[src/rtl/core_fetch_pkg.sv]
// Shared types and address helpers for the instruction-fetch miss engine.
package core_fetch_pkg;

    typedef enum logic [2:0] {
        ST_IDLE,
        ST_WAITBUS,
        ST_CACOP,
        ST_RFADDR,
        ST_RFDATA,
        ST_PTADDR,
        ST_PTDATA,
        ST_RECOVER
    } fetch_state_e;

    localparam logic [1:0] CACOP_IDX_INV0 = 2'd0;
    localparam logic [1:0] CACOP_IDX_INV1 = 2'd1;
    localparam logic [1:0] CACOP_HIT_INV  = 2'd2;
    localparam logic [1:0] CACOP_NOP      = 2'd3;

    // Tag field is held at full address width; users slice it down to TAG_LEN.
    typedef struct packed {
        logic        valid;
        logic [31:0] tag;
    } fetch_tag_t;

    function automatic logic [31:0] addr_tag(input logic [31:0] a, input int idx_len);
        return a >> idx_len;
    endfunction

    function automatic logic [31:0] addr_index(input logic [31:0] a, input int idx_len,
                                               input int line_words);
        return (a & ((32'd1 << idx_len) - 32'd1)) >> ($clog2(line_words) + 2);
    endfunction

    function automatic int word_off(input logic [31:0] a, input int line_words);
        return int'((a >> 2) & 32'(line_words - 1));
    endfunction

endpackage

[src/rtl/core_fetch_victim_rr.sv]
// Round-robin victim way selector; advances once per completed line refill.
module core_fetch_victim_rr #(
    parameter int WAY_CNT = 2
) (
    input  logic               clk,
    input  logic               rst,
    input  logic               adv_i,
    output logic [WAY_CNT-1:0] way_o
);
    localparam int WAY_W = (WAY_CNT > 1) ? $clog2(WAY_CNT) : 1;

    logic [WAY_W-1:0] cnt_q, cnt_d;

    always_comb begin
        cnt_d = cnt_q;
        if (adv_i) begin
            cnt_d = (cnt_q == WAY_W'(WAY_CNT - 1)) ? '0 : cnt_q + WAY_W'(1);
        end
    end

    always_ff @(posedge clk) begin
        if (rst) cnt_q <= '0;
        else     cnt_q <= cnt_d;
    end

    assign way_o = WAY_CNT'(1) << cnt_q;
endmodule

[src/rtl/core_fetch_miss_ctrl.sv]
// F2 miss/skid engine: line refill, uncached per-slot fetch or cache-op invalidate,
// then a one-cycle response of the missed packet. Flush only suppresses done_o.
module core_fetch_miss_ctrl
    import core_fetch_pkg::*;
#(
    parameter int FETCH_WIDTH = 2,
    parameter int LINE_WORDS  = 4,
    parameter int WAY_CNT     = 2,
    parameter int TAG_LEN     = 20,
    parameter int IDX_LEN     = 12
) (
    input  logic                      clk,
    input  logic                      rst,
    input  logic                      flush_i,
    input  logic                      miss_valid_i,
    output logic                      miss_ready_o,
    input  logic                      miss_uncache_i,
    input  logic [31:0]               miss_paddr_i,
    input  logic [FETCH_WIDTH-1:0]    miss_mask_i,
    input  logic                      cacheop_valid_i,
    input  logic [1:0]                cacheop_i,
    input  logic [WAY_CNT-1:0]        hit_way_i,
    input  logic                      bus_busy_i,
    output logic                      bus_req_valid_o,
    output logic [31:0]               bus_req_addr_o,
    output logic [7:0]                bus_req_len_o,
    output logic                      bus_req_cached_o,
    input  logic                      bus_req_ready_i,
    input  logic                      bus_resp_valid_i,
    input  logic [31:0]               bus_resp_data_i,
    input  logic                      bus_resp_last_i,
    output logic [WAY_CNT-1:0]        sram_tag_we_o,
    output logic [WAY_CNT-1:0]        sram_data_we_o,
    output logic [31:0]               sram_waddr_o,
    output logic [TAG_LEN:0]          sram_wtag_o,
    output logic [31:0]               sram_wdata_o,
    output logic                      done_o,
    output logic [FETCH_WIDTH-1:0]    done_valid_o,
    output logic [FETCH_WIDTH*32-1:0] done_data_o,
    output fetch_state_e              dbg_state_o
);
    localparam int BEAT_W = (LINE_WORDS > 1) ? $clog2(LINE_WORDS) : 1;
    localparam int SLOT_W = (FETCH_WIDTH > 1) ? $clog2(FETCH_WIDTH) : 1;
    localparam int WAY_W  = (WAY_CNT > 1) ? $clog2(WAY_CNT) : 1;
    localparam logic [31:0] LINE_OFS_MASK = 32'(LINE_WORDS * 4 - 1);

    fetch_state_e                 state_q, state_d;
    logic [31:0]                  paddr_q, paddr_d;
    logic [FETCH_WIDTH-1:0]       mask_q, mask_d, pend_q, pend_d;
    logic                         uncache_q, uncache_d, cacheop_q, cacheop_d, kill_q, kill_d;
    logic [1:0]                   op_q, op_d;
    logic [WAY_CNT-1:0]           hit_q, hit_d;
    logic [BEAT_W-1:0]            beat_q, beat_d;
    logic [SLOT_W-1:0]            slot_q, slot_d, first_slot;
    logic [FETCH_WIDTH-1:0][31:0] slots_q, slots_d;

    logic               victim_adv;
    logic [WAY_CNT-1:0] victim_oh;
    logic [31:0]        line_base;
    logic [WAY_W-1:0]   way_sel;
    fetch_tag_t         wtag_s;
    int                 pkt_word;
    logic               unused_tag_bits;

    core_fetch_victim_rr #(.WAY_CNT(WAY_CNT)) u_victim (
        .clk   (clk),
        .rst   (rst),
        .adv_i (victim_adv),
        .way_o (victim_oh)
    );

    assign line_base       = paddr_q & ~LINE_OFS_MASK;
    assign way_sel         = WAY_W'(paddr_q & 32'(WAY_CNT - 1));
    assign pkt_word        = word_off(paddr_q, LINE_WORDS) & ~(FETCH_WIDTH - 1);
    assign unused_tag_bits = ^wtag_s.tag[31:TAG_LEN];
    assign dbg_state_o     = state_q;

    always_comb begin
        first_slot = '0;
        for (int s = FETCH_WIDTH - 1; s >= 0; s--) begin
            if (pend_q[s]) first_slot = SLOT_W'(s);
        end
    end

    always_comb begin
        state_d = state_q;   paddr_d = paddr_q;     mask_d = mask_q;  pend_d = pend_q;
        uncache_d = uncache_q; cacheop_d = cacheop_q; op_d = op_q;    hit_d = hit_q;
        kill_d = kill_q;     beat_d = beat_q;       slot_d = slot_q;  slots_d = slots_q;
        victim_adv = 1'b0;
        miss_ready_o = 1'b0;
        bus_req_valid_o = 1'b0; bus_req_addr_o = '0; bus_req_len_o = '0; bus_req_cached_o = 1'b0;
        sram_tag_we_o = '0; sram_data_we_o = '0; sram_waddr_o = '0; sram_wdata_o = '0;
        wtag_s.valid = 1'b0;
        wtag_s.tag = addr_tag(paddr_q, IDX_LEN);
        done_o = 1'b0; done_valid_o = '0; done_data_o = '0;

        if (flush_i && state_q != ST_IDLE) kill_d = 1'b1;

        case (state_q)
            ST_IDLE: begin
                miss_ready_o = 1'b1;
                if (miss_valid_i && !flush_i) begin
                    paddr_d = miss_paddr_i;  mask_d = miss_mask_i;  pend_d = miss_mask_i;
                    uncache_d = miss_uncache_i; cacheop_d = cacheop_valid_i;
                    op_d = cacheop_i;        hit_d = hit_way_i;     slots_d = '0;
                    if (cacheop_valid_i)     state_d = ST_CACOP;
                    else if (bus_busy_i)     state_d = ST_WAITBUS;
                    else if (!miss_uncache_i) state_d = ST_RFADDR;
                    else state_d = (miss_mask_i == '0) ? ST_RECOVER : ST_PTADDR;
                end
            end
            ST_WAITBUS: begin
                if (!bus_busy_i) begin
                    if (!uncache_q) state_d = ST_RFADDR;
                    else state_d = (mask_q == '0) ? ST_RECOVER : ST_PTADDR;
                end
            end
            ST_CACOP: begin
                sram_waddr_o = line_base;
                case (op_q)
                    CACOP_IDX_INV0, CACOP_IDX_INV1: sram_tag_we_o = WAY_CNT'(1) << way_sel;
                    CACOP_HIT_INV:                  sram_tag_we_o = hit_q;
                    default:                        sram_tag_we_o = '0;
                endcase
                state_d = ST_RECOVER;
            end
            ST_RFADDR: begin
                bus_req_valid_o = 1'b1; bus_req_addr_o = line_base;
                bus_req_len_o = 8'(LINE_WORDS - 1); bus_req_cached_o = 1'b1;
                if (bus_req_ready_i) begin
                    state_d = ST_RFDATA;
                    beat_d  = '0;
                end
            end
            ST_RFDATA: begin
                sram_waddr_o = line_base | (32'(beat_q) << 2);
                sram_wdata_o = bus_resp_data_i;
                if (bus_resp_valid_i) begin
                    sram_data_we_o = victim_oh;
                    for (int s = 0; s < FETCH_WIDTH; s++) begin
                        if (int'(beat_q) == pkt_word + s) slots_d[s] = bus_resp_data_i;
                    end
                    beat_d = (beat_q == BEAT_W'(LINE_WORDS - 1)) ? '0 : beat_q + BEAT_W'(1);
                    // Tag goes invalid on the first beat so a partial line is never hit.
                    if (bus_resp_last_i) begin
                        sram_tag_we_o = victim_oh;
                        wtag_s.valid  = 1'b1;
                        victim_adv    = 1'b1;
                        state_d       = ST_RECOVER;
                    end else if (beat_q == '0) begin
                        sram_tag_we_o = victim_oh;
                    end
                end
            end
            ST_PTADDR: begin
                if (pend_q == '0) begin
                    state_d = ST_RECOVER;
                end else begin
                    bus_req_valid_o = 1'b1;
                    bus_req_addr_o  = paddr_q + (32'(first_slot) << 2);
                    if (bus_req_ready_i) begin
                        slot_d  = first_slot;
                        state_d = ST_PTDATA;
                    end
                end
            end
            ST_PTDATA: begin
                if (bus_resp_valid_i) begin
                    for (int s = 0; s < FETCH_WIDTH; s++) begin
                        if (SLOT_W'(s) == slot_q) begin
                            slots_d[s] = bus_resp_data_i;
                            pend_d[s]  = 1'b0;
                        end
                    end
                    state_d = (pend_d == '0) ? ST_RECOVER : ST_PTADDR;
                end
            end
            ST_RECOVER: begin
                done_o       = !kill_q;
                done_valid_o = cacheop_q ? '0 : mask_q;
                done_data_o  = slots_q;
                kill_d       = 1'b0;
                state_d      = ST_IDLE;
            end
            default: state_d = ST_IDLE;
        endcase

        sram_wtag_o = {wtag_s.valid, wtag_s.tag[TAG_LEN-1:0]};
    end

    always_ff @(posedge clk) begin
        if (rst) begin
            state_q <= ST_IDLE;  paddr_q <= '0;   mask_q <= '0;    pend_q <= '0;
            uncache_q <= 1'b0;   cacheop_q <= 1'b0; op_q <= '0;    hit_q <= '0;
            kill_q <= 1'b0;      beat_q <= '0;    slot_q <= '0;    slots_q <= '0;
        end else begin
            state_q <= state_d;  paddr_q <= paddr_d; mask_q <= mask_d; pend_q <= pend_d;
            uncache_q <= uncache_d; cacheop_q <= cacheop_d; op_q <= op_d; hit_q <= hit_d;
            kill_q <= kill_d;    beat_q <= beat_d;  slot_q <= slot_d;  slots_q <= slots_d;
        end
    end
endmodule

[config.mk]
export PLATFORM = sky130hd
export DESIGN_NAME = core_fetch_miss_ctrl
export DESIGN_NICKNAME = d
export VERILOG_FILES = /design/src/rtl/core_fetch_pkg.sv /design/src/rtl/core_fetch_victim_rr.sv /design/src/rtl/core_fetch_miss_ctrl.sv
export SDC_FILE = /design/constraint.sdc
export NUM_CORES = 1
export LEC_CHECK = 0
export CORE_UTILIZATION = 46
export DETAILED_ROUTE_END_ITERATION = 8
export PLACE_DENSITY = 0.87
export SYNTH_ARGS = -nofsm -noshare
export SYNTH_HDL_FRONTEND = slang
export SYNTH_SLANG_ARGS = --single-unit
[constraint.sdc]
create_clock -name clk -period 3.9 [get_ports clk]
set_input_delay 0.585 -clock clk [delete_from_list [all_inputs] [get_ports clk]]
set_output_delay 0.585 -clock clk [all_outputs]
set_load 0.02 [all_outputs]
### Word level (Yosys, flattened, before mapping)

Cells that the tools add are included.

| storage, ports and cells | value |
|---|---|
| memories kept | 0 |
| word-level logic and storage cells | 132 |
| bits in read-only memories | 0 |
| RAM bits | 0 |
| input port bits | 80 |
| register bits after elaboration | 114 |
| bits in latches | 0 |
| output and inout port bits | 202 |

| cells by class | value |
|---|---|
| magnitude comparators | 0 |
| bitwise operators | 2 |
| equal/unequal tests | 23 |
| multiplexer cells | 63 |
| divide/modulo/power cells | 0 |
| shift-type cells | 2 |
| multiply operators | 0 |
| reduce and logical (&&, ||, !) cells | 24 |
| add/sub/neg operators | 4 |

Operators by type and width:

| cell | count |
|---|---|
| $mux 64 | 4 |
| $mux 32 | 6 |
| $pmux 64 s3 | 1 |
| $pmux 32 s2 | 2 |
| $mux 3 | 12 |
| $add 32x3->32 | 1 |
| $mux 2 | 16 |
| $or 32x4->32 | 1 |
| $pmux 3 s8 | 1 |
| $ne 2x2->1 const B | 10 |
| $mux 1 | 16 |
| $pmux 2 s2 | 4 |
| $eq 3x3->1 const B | 4 |
| $logic_not 2->1 | 6 |
| $reduce_and 6->1 | 2 |
| $reduce_and 3->1 | 3 |
| $reduce_and 7->1 | 1 |
| $eq 3x2->1 const B | 2 |
| $reduce_bool 3->1 | 2 |
| $eq 2x2->1 const B | 2 |
| $reduce_bool 2->1 | 2 |
| $reduce_or 2->1 | 2 |
| $shl 1x1->2 const A | 2 |
| $add 2x1->3 const B | 1 |
| other kinds (13) | 15 |

### Logic depth before layout (Yosys ltp)

| logic depth | value |
|---|---|
| depth in word-level cells | 7 |
| mapped depth | 9 |
| gate-level depth less buffers | 8 |

### Hierarchy

From an unflattened synthesis, not the netlist that was laid out.

| unflattened totals | value |
|---|---|
| cells, all modules | 861 |
| area total of the unflattened synthesis | 6736.5 µm² |

By module, submodules not included:

| module | area each (µm²) | cells each | times used |
|---|---|---|---|
| core_fetch_miss_ctrl | 6692.7 | 856 | 1 |
| core_fetch_victim_rr | 43.8 | 5 | 1 |

### Worst setup path before layout

Ideal clock, no wire load.

| timing path | value |
|---|---|
| kind | register to output |
| from | register pend_q[1] |
| to | output port bus_req_addr_o[16] |
| setup slack | 1.088 ns |
| arrival time | 2.227 ns |
| stages on the path, launching flop included | 9 |
| path through | dfxtp_1 > nor2b_1 > ha_1 > ha_1 > nand4_1 > nor3_1 > nand3_1 > xor2_1 > o21ai_0 |

| on the way | value |
|---|---|
| word-level cells in the longest chain between the ends | 5 |
| elaborated cells on any way between the ends | 6 |

RTL lines:

| element | line | text |
|---|---|---|
| from (decl) | core_fetch_miss_ctrl.sv:49 | `logic [FETCH_WIDTH-1:0] mask_q, mask_d, pend_q, pend_d;` |
| from (signal assigned) | core_fetch_miss_ctrl.sv:197 | `state_q <= state_d; paddr_q <= paddr_d; mask_q <= mask_d; pend_q <= pend_d;` |
| $mux 1 (2 in series) | core_fetch_miss_ctrl.sv:81 | `if (pend_q[s]) first_slot = SLOT_W'(s);` |
| via first_slot | core_fetch_miss_ctrl.sv:54 | `logic [SLOT_W-1:0] slot_q, slot_d, first_slot;` |
| $add 32x3->32 | core_fetch_miss_ctrl.sv:160 | `bus_req_addr_o = paddr_q + (32'(first_slot) << 2);` |
| $mux 32 | core_fetch_miss_ctrl.sv:156 | `if (pend_q == '0) begin` |
| $pmux 32 s2 | core_fetch_miss_ctrl.sv:99 | `case (state_q)` |
| to (decl) | core_fetch_miss_ctrl.sv:25 | `output logic [31:0] bus_req_addr_o,` |

The timed path passes the listed nets, and every way through them passes these cells.

### Final worst setup path

| timing path | value |
|---|---|
| from | register pend_q[1] |
| to | output port bus_req_addr_o[24] |

The elaborated chain is that of the path after synthesis.

==> impl_metrics.prom <==
# TYPE chip_impl_metric gauge
chip_impl_info{name="run_status",value="completed"} 1
chip_impl_info{name="setup.worst_path.class",value="reg2out"} 1
chip_impl_metric{name="die_area",unit="µm²"} 14500
chip_impl_metric{name="layout.cell_area.non_filler",unit="µm²"} 9660
chip_impl_info{name="critPathSlowestCell",value="sky130_fd_sc_hd__clkdlybuf4s50_1"} 1
chip_impl_metric{name="areaGrowthSynthToFinish",unit="%"} 49.8
chip_impl_metric{name="fraction_of_synthesized_area_in_multiplexers",unit=""} 0.00175
chip_impl_metric{name="synth_async_sr_flop_share",unit=""} 0
chip_impl_metric{name="postSynthRegisterBits",unit=""} 114
chip_impl_metric{name="width_of_the_chip",unit="µm"} 120
chip_impl_metric{name="critical_path_arrival",unit="ns"} 3.15
chip_impl_metric{name="initial_antenna_violation_count",unit=""} 1
chip_impl_metric{name="critPathRequiredTime",unit="ns"} 3.31
chip_impl_metric{name="cts.sink_count",unit=""} 114
chip_impl_metric{name="fill_cells",unit=""} 1083
chip_impl_metric{name="drv_slew",unit=""} 0
chip_impl_metric{name="port_buffers",unit=""} 273
chip_impl_metric{name="clk_latency",unit="ns"} 0.42
chip_impl_metric{name="max_cap_viol_count",unit=""} 0
chip_impl_info{name="setup.worst_path.end_class",value="output pin"} 1
chip_impl_metric{name="whs",unit="ns"} 0.457
chip_impl_info{name="yosys-top-cells-count",value="sky130_fd_sc_hd__nand2_1 (120), sky130_fd_sc_hd__dfxtp_1 (114), sky130_fd_sc_hd__and2_1 (100)"} 1
chip_impl_metric{name="grt_use_total",unit=""} 0.299
chip_impl_metric{name="post-route-drc-count",unit=""} 0
chip_impl_info{name="area_contributors_post_synth",value="sky130_fd_sc_hd__dfxtp_1 (35%), sky130_fd_sc_hd__and2_1 (9.7%), sky130_fd_sc_hd__nand2_1 (7.0%)"} 1
chip_impl_info{name="cts_root_buffer",value="sky130_fd_sc_hd__clkbuf_16"} 1
chip_impl_metric{name="finalSetupTns",unit="ns"} 0
chip_impl_metric{name="setup_violations",unit=""} 0
chip_impl_metric{name="ioPinCount",unit=""} 282
chip_impl_info{name="main_combinational_cell_family_by_area_after_synthesis",value="simple AND/OR/NAND/NOR gates"} 1
chip_impl_metric{name="synth-compound-area-share",unit=""} 0.188
chip_impl_metric{name="gr-total-overflow",unit=""} 0
chip_impl_metric{name="unique_cell_type_count_in_the_yosys_netlist",unit=""} 52
chip_impl_metric{name="finalCritPeriodShare",unit=""} 0.957
chip_impl_metric{name="synth_simple_gate_area_share",unit=""} 0.346
chip_impl_info{name="synth.largest_area_cell",value="sky130_fd_sc_hd__dfxtp_1"} 1
chip_impl_metric{name="drtAntennaViolNets",unit=""} 0
chip_impl_metric{name="postRouteWirelength",unit="µm"} 21700
chip_impl_metric{name="fin_worst_skew",unit="ns"} 0.00832
chip_impl_metric{name="power.static_leakage",unit="nW"} 3.76
chip_impl_metric{name="detailroute.via_count",unit=""} 6899
chip_impl_info{name="setup_repair_after_global_routing_missed_its_margin",value="no"} 1
chip_impl_metric{name="die_h",unit="µm"} 120
chip_impl_metric{name="synthXorXnorAreaFrac",unit=""} 0.00815
chip_impl_metric{name="cts_hold_buf",unit=""} 0
chip_impl_metric{name="synth.yosys.seq_area_share",unit=""} 0.354
chip_impl_metric{name="cts.path.max_buffers",unit=""} 2
chip_impl_metric{name="synth_top_cell_area_share",unit=""} 0.354
chip_impl_metric{name="synth_enable_flop_cells",unit=""} 0
chip_impl_metric{name="detailed_place.area",unit="µm²"} 9030
chip_impl_metric{name="dp_hpwl",unit="µm"} 15300
chip_impl_info{name="leading_cell_type_by_number_of_instances_after_synthesis",value="sky130_fd_sc_hd__nand2_1"} 1
chip_impl_info{name="ys.flop_type",value="sky130_fd_sc_hd__dfxtp_1"} 1
chip_impl_metric{name="drt_iter0_drc",unit=""} 510
chip_impl_metric{name="fmax",unit="MHz"} 268
chip_impl_metric{name="clkTransAtPathRegs",unit="ns"} 0.05
chip_impl_metric{name="timing.final.crit_period",unit="ns"} 3.73
chip_impl_metric{name="wire_length_of_the_first_global_routing_pass",unit="µm"} 33700
chip_impl_info{name="critical_path.cell_chain",value="nor2b_2 > ha_1 > ha_2 > nand4_1 > nor4_4 > buf_4 > a31oi_1 > a211o_1 > clkdlybuf4s50_1"} 1
chip_impl_metric{name="first_global_vias",unit=""} 6446
chip_impl_metric{name="synth_cells",unit=""} 848
chip_impl_info{name="tritoncts",value="yes"} 1
chip_impl_metric{name="core_area",unit="µm²"} 13500
chip_impl_metric{name="place_congestion",unit=""} 0.931
chip_impl_metric{name="layout.core_utilization",unit=""} 0.718
chip_impl_metric{name="timing.critical_path.slowest_cell_delay",unit="ns"} 0.54
chip_impl_metric{name="power-per-cell-area",unit="nW/µm²"} 453
chip_impl_metric{name="max-slew-margin-rel",unit=""} 0.377
chip_impl_metric{name="starting_density",unit=""} 0.479
chip_impl_metric{name="grt_max_degree",unit=""} 70
chip_impl_metric{name="nets",unit=""} 1151
chip_impl_metric{name="post_synth_fa_ha_maj_area_fraction",unit=""} 0.00776
chip_impl_info{name="hold_path.class",value="reg2reg"} 1
chip_impl_metric{name="synth.avg_cell_area",unit="µm²"} 7.60
chip_impl_metric{name="vias_per_instance",unit=""} 5.49
chip_impl_metric{name="layout-drive-gt1-share",unit=""} 0.0620
chip_impl_metric{name="timing_hold_violations_final",unit=""} 0
chip_impl_metric{name="avgRoutedWirePerCell",unit="µm"} 17.3
chip_impl_metric{name="antenna-diode-count",unit=""} 0
chip_impl_info{name="start_kind",value="register"} 1
chip_impl_metric{name="worstPathMaxFanout",unit=""} 6
chip_impl_metric{name="detail_route.first_pass.iterations",unit=""} 6
chip_impl_metric{name="tritoncts.num_buffers",unit=""} 17
chip_impl_metric{name="post_synth_instance_area",unit="µm²"} 6450
chip_impl_metric{name="worst-slew-pin-transition",unit="ns"} 0.933
chip_impl_metric{name="yosys_warnings",unit=""} 0
chip_impl_metric{name="worst_ir_drop_vdd",unit="mV"} 0.290
chip_impl_metric{name="htree_levels",unit=""} 4
chip_impl_metric{name="rows",unit=""} 42
[per-layer routing]
metal  vias up  GRT usage  wire length (µm)
li1       3322          -                 -
met5         -          0                13
met1      3186      0.336              8220
met4         2      0.117               578
met3        43      0.109              2350
met2       346      0.513             10500
[critical path: cells and delay by family, from the launching register on]
family	cells	cell delay (ns)
AND/OR/NAND/NOR	3	0.81
buffers and inverters	2	0.73
adder cells (fa/ha/maj)	2	0.42
flip-flops	1	0.40
AO/OA/AOI/OAI	2	0.37
[cell families after synthesis]
group                      count (synthesis)
AOI/OAI and AO/OA                        198
xor gates and xnor gates                   6
adders and majority gates                  4
buffers and inverters                    112
DFF                                      114
muxes                                      1
other                                      1
and+or+nand+nor                          412
[worst paths after layout]
path / start / end / slack [ns] / depth (start not counted)
worst min register to register: slots_q[29]$_SDFFE_PP0P_ / slots_q[29]$_SDFFE_PP0P_ / 0.46 / 2
worst min-delay path: slots_q[29]$_SDFFE_PP0P_ / slots_q[29]$_SDFFE_PP0P_ / 0.46 / 2
worst max register to register: dbg_state_o[2]$_SDFFE_PP0P_ / slots_q[23]$_SDFFE_PP0P_ / 1.38 / 8
worst max-delay path: pend_q[1]$_SDFFE_PP0P_ / bus_req_addr_o[24] / 0.17 / 9
[power by group]
part	internal (mW)	switching (mW)
Combinational	0.591	0.939
Clock	0.938	0.537
Sequential	1.26	0.109
[timing repair]
action,4_1_cts,5_1_grt
endpoints found under the setup margin,0,10
resized for setup,0,11
buffers inserted,0,4
endpoints found under the hold margin,0,0
[stage by stage]
stage / cells / power, mW / worst slack, ns
6_report: 1256 / 4.37 / 0.169
5_1_grt: 1256 / 4.58 / 0.00622
4_1_cts: 1252 / 4.39 / 0.0714
3_5_place_dp: 1220 / 2.91 / 0.514
3_3_place_gp: 1220 / 2.89 / 0.613
2_1_floorplan: 855 / 2.37 / 1.09
[sequential cells by signal, indices dropped and copies added (netlist names)]
signal          count
slots_q            64
paddr_q            32
dbg_state_o         3
beat_q              2
hit_q               2
mask_q              2
op_q                2
pend_q              2
cacheop_q           1
kill_q              1
slot_q              1
u_victim.cnt_q      1
uncache_q           1
[layout make-up]
type	instances	area (µm²)	share of cell area
Sequential cell	114	2280	0.236
Multi-Input combinational cell	629	3640	0.377
Tap cell	176	220	0.0228
Inverter	10	37.5	0.00389
Clock buffer	23	488	0.0505
Clock inverter	9	80.1	0.00829
Timing Repair Buffer	295	2910	0.301
[layout by cell type, fill, tap and decap left out, types with 5 or more instances in the layout]
cell                              count
sky130_fd_sc_hd__nor3_1               6
sky130_fd_sc_hd__inv_1               10
sky130_fd_sc_hd__buf_4               22
sky130_fd_sc_hd__a31oi_1              9
sky130_fd_sc_hd__o21ai_0             44
sky130_fd_sc_hd__nand3_1             48
sky130_fd_sc_hd__nand2_1            120
sky130_fd_sc_hd__dfxtp_1            114
sky130_fd_sc_hd__nand2b_1            38
sky130_fd_sc_hd__o21ai_1             27
sky130_fd_sc_hd__dlymetal6s2s_1       7
sky130_fd_sc_hd__and2_1             100
sky130_fd_sc_hd__nor2_1              14
sky130_fd_sc_hd__conb_1               8
sky130_fd_sc_hd__a22o_1              33
sky130_fd_sc_hd__clkbuf_16           17
sky130_fd_sc_hd__clkdlybuf4s50_1    265
sky130_fd_sc_hd__clkinv_2             5
sky130_fd_sc_hd__nand4_1             13
sky130_fd_sc_hd__a21oi_1             62
sky130_fd_sc_hd__and3_1              42
(Power assumes the default switching activity.)
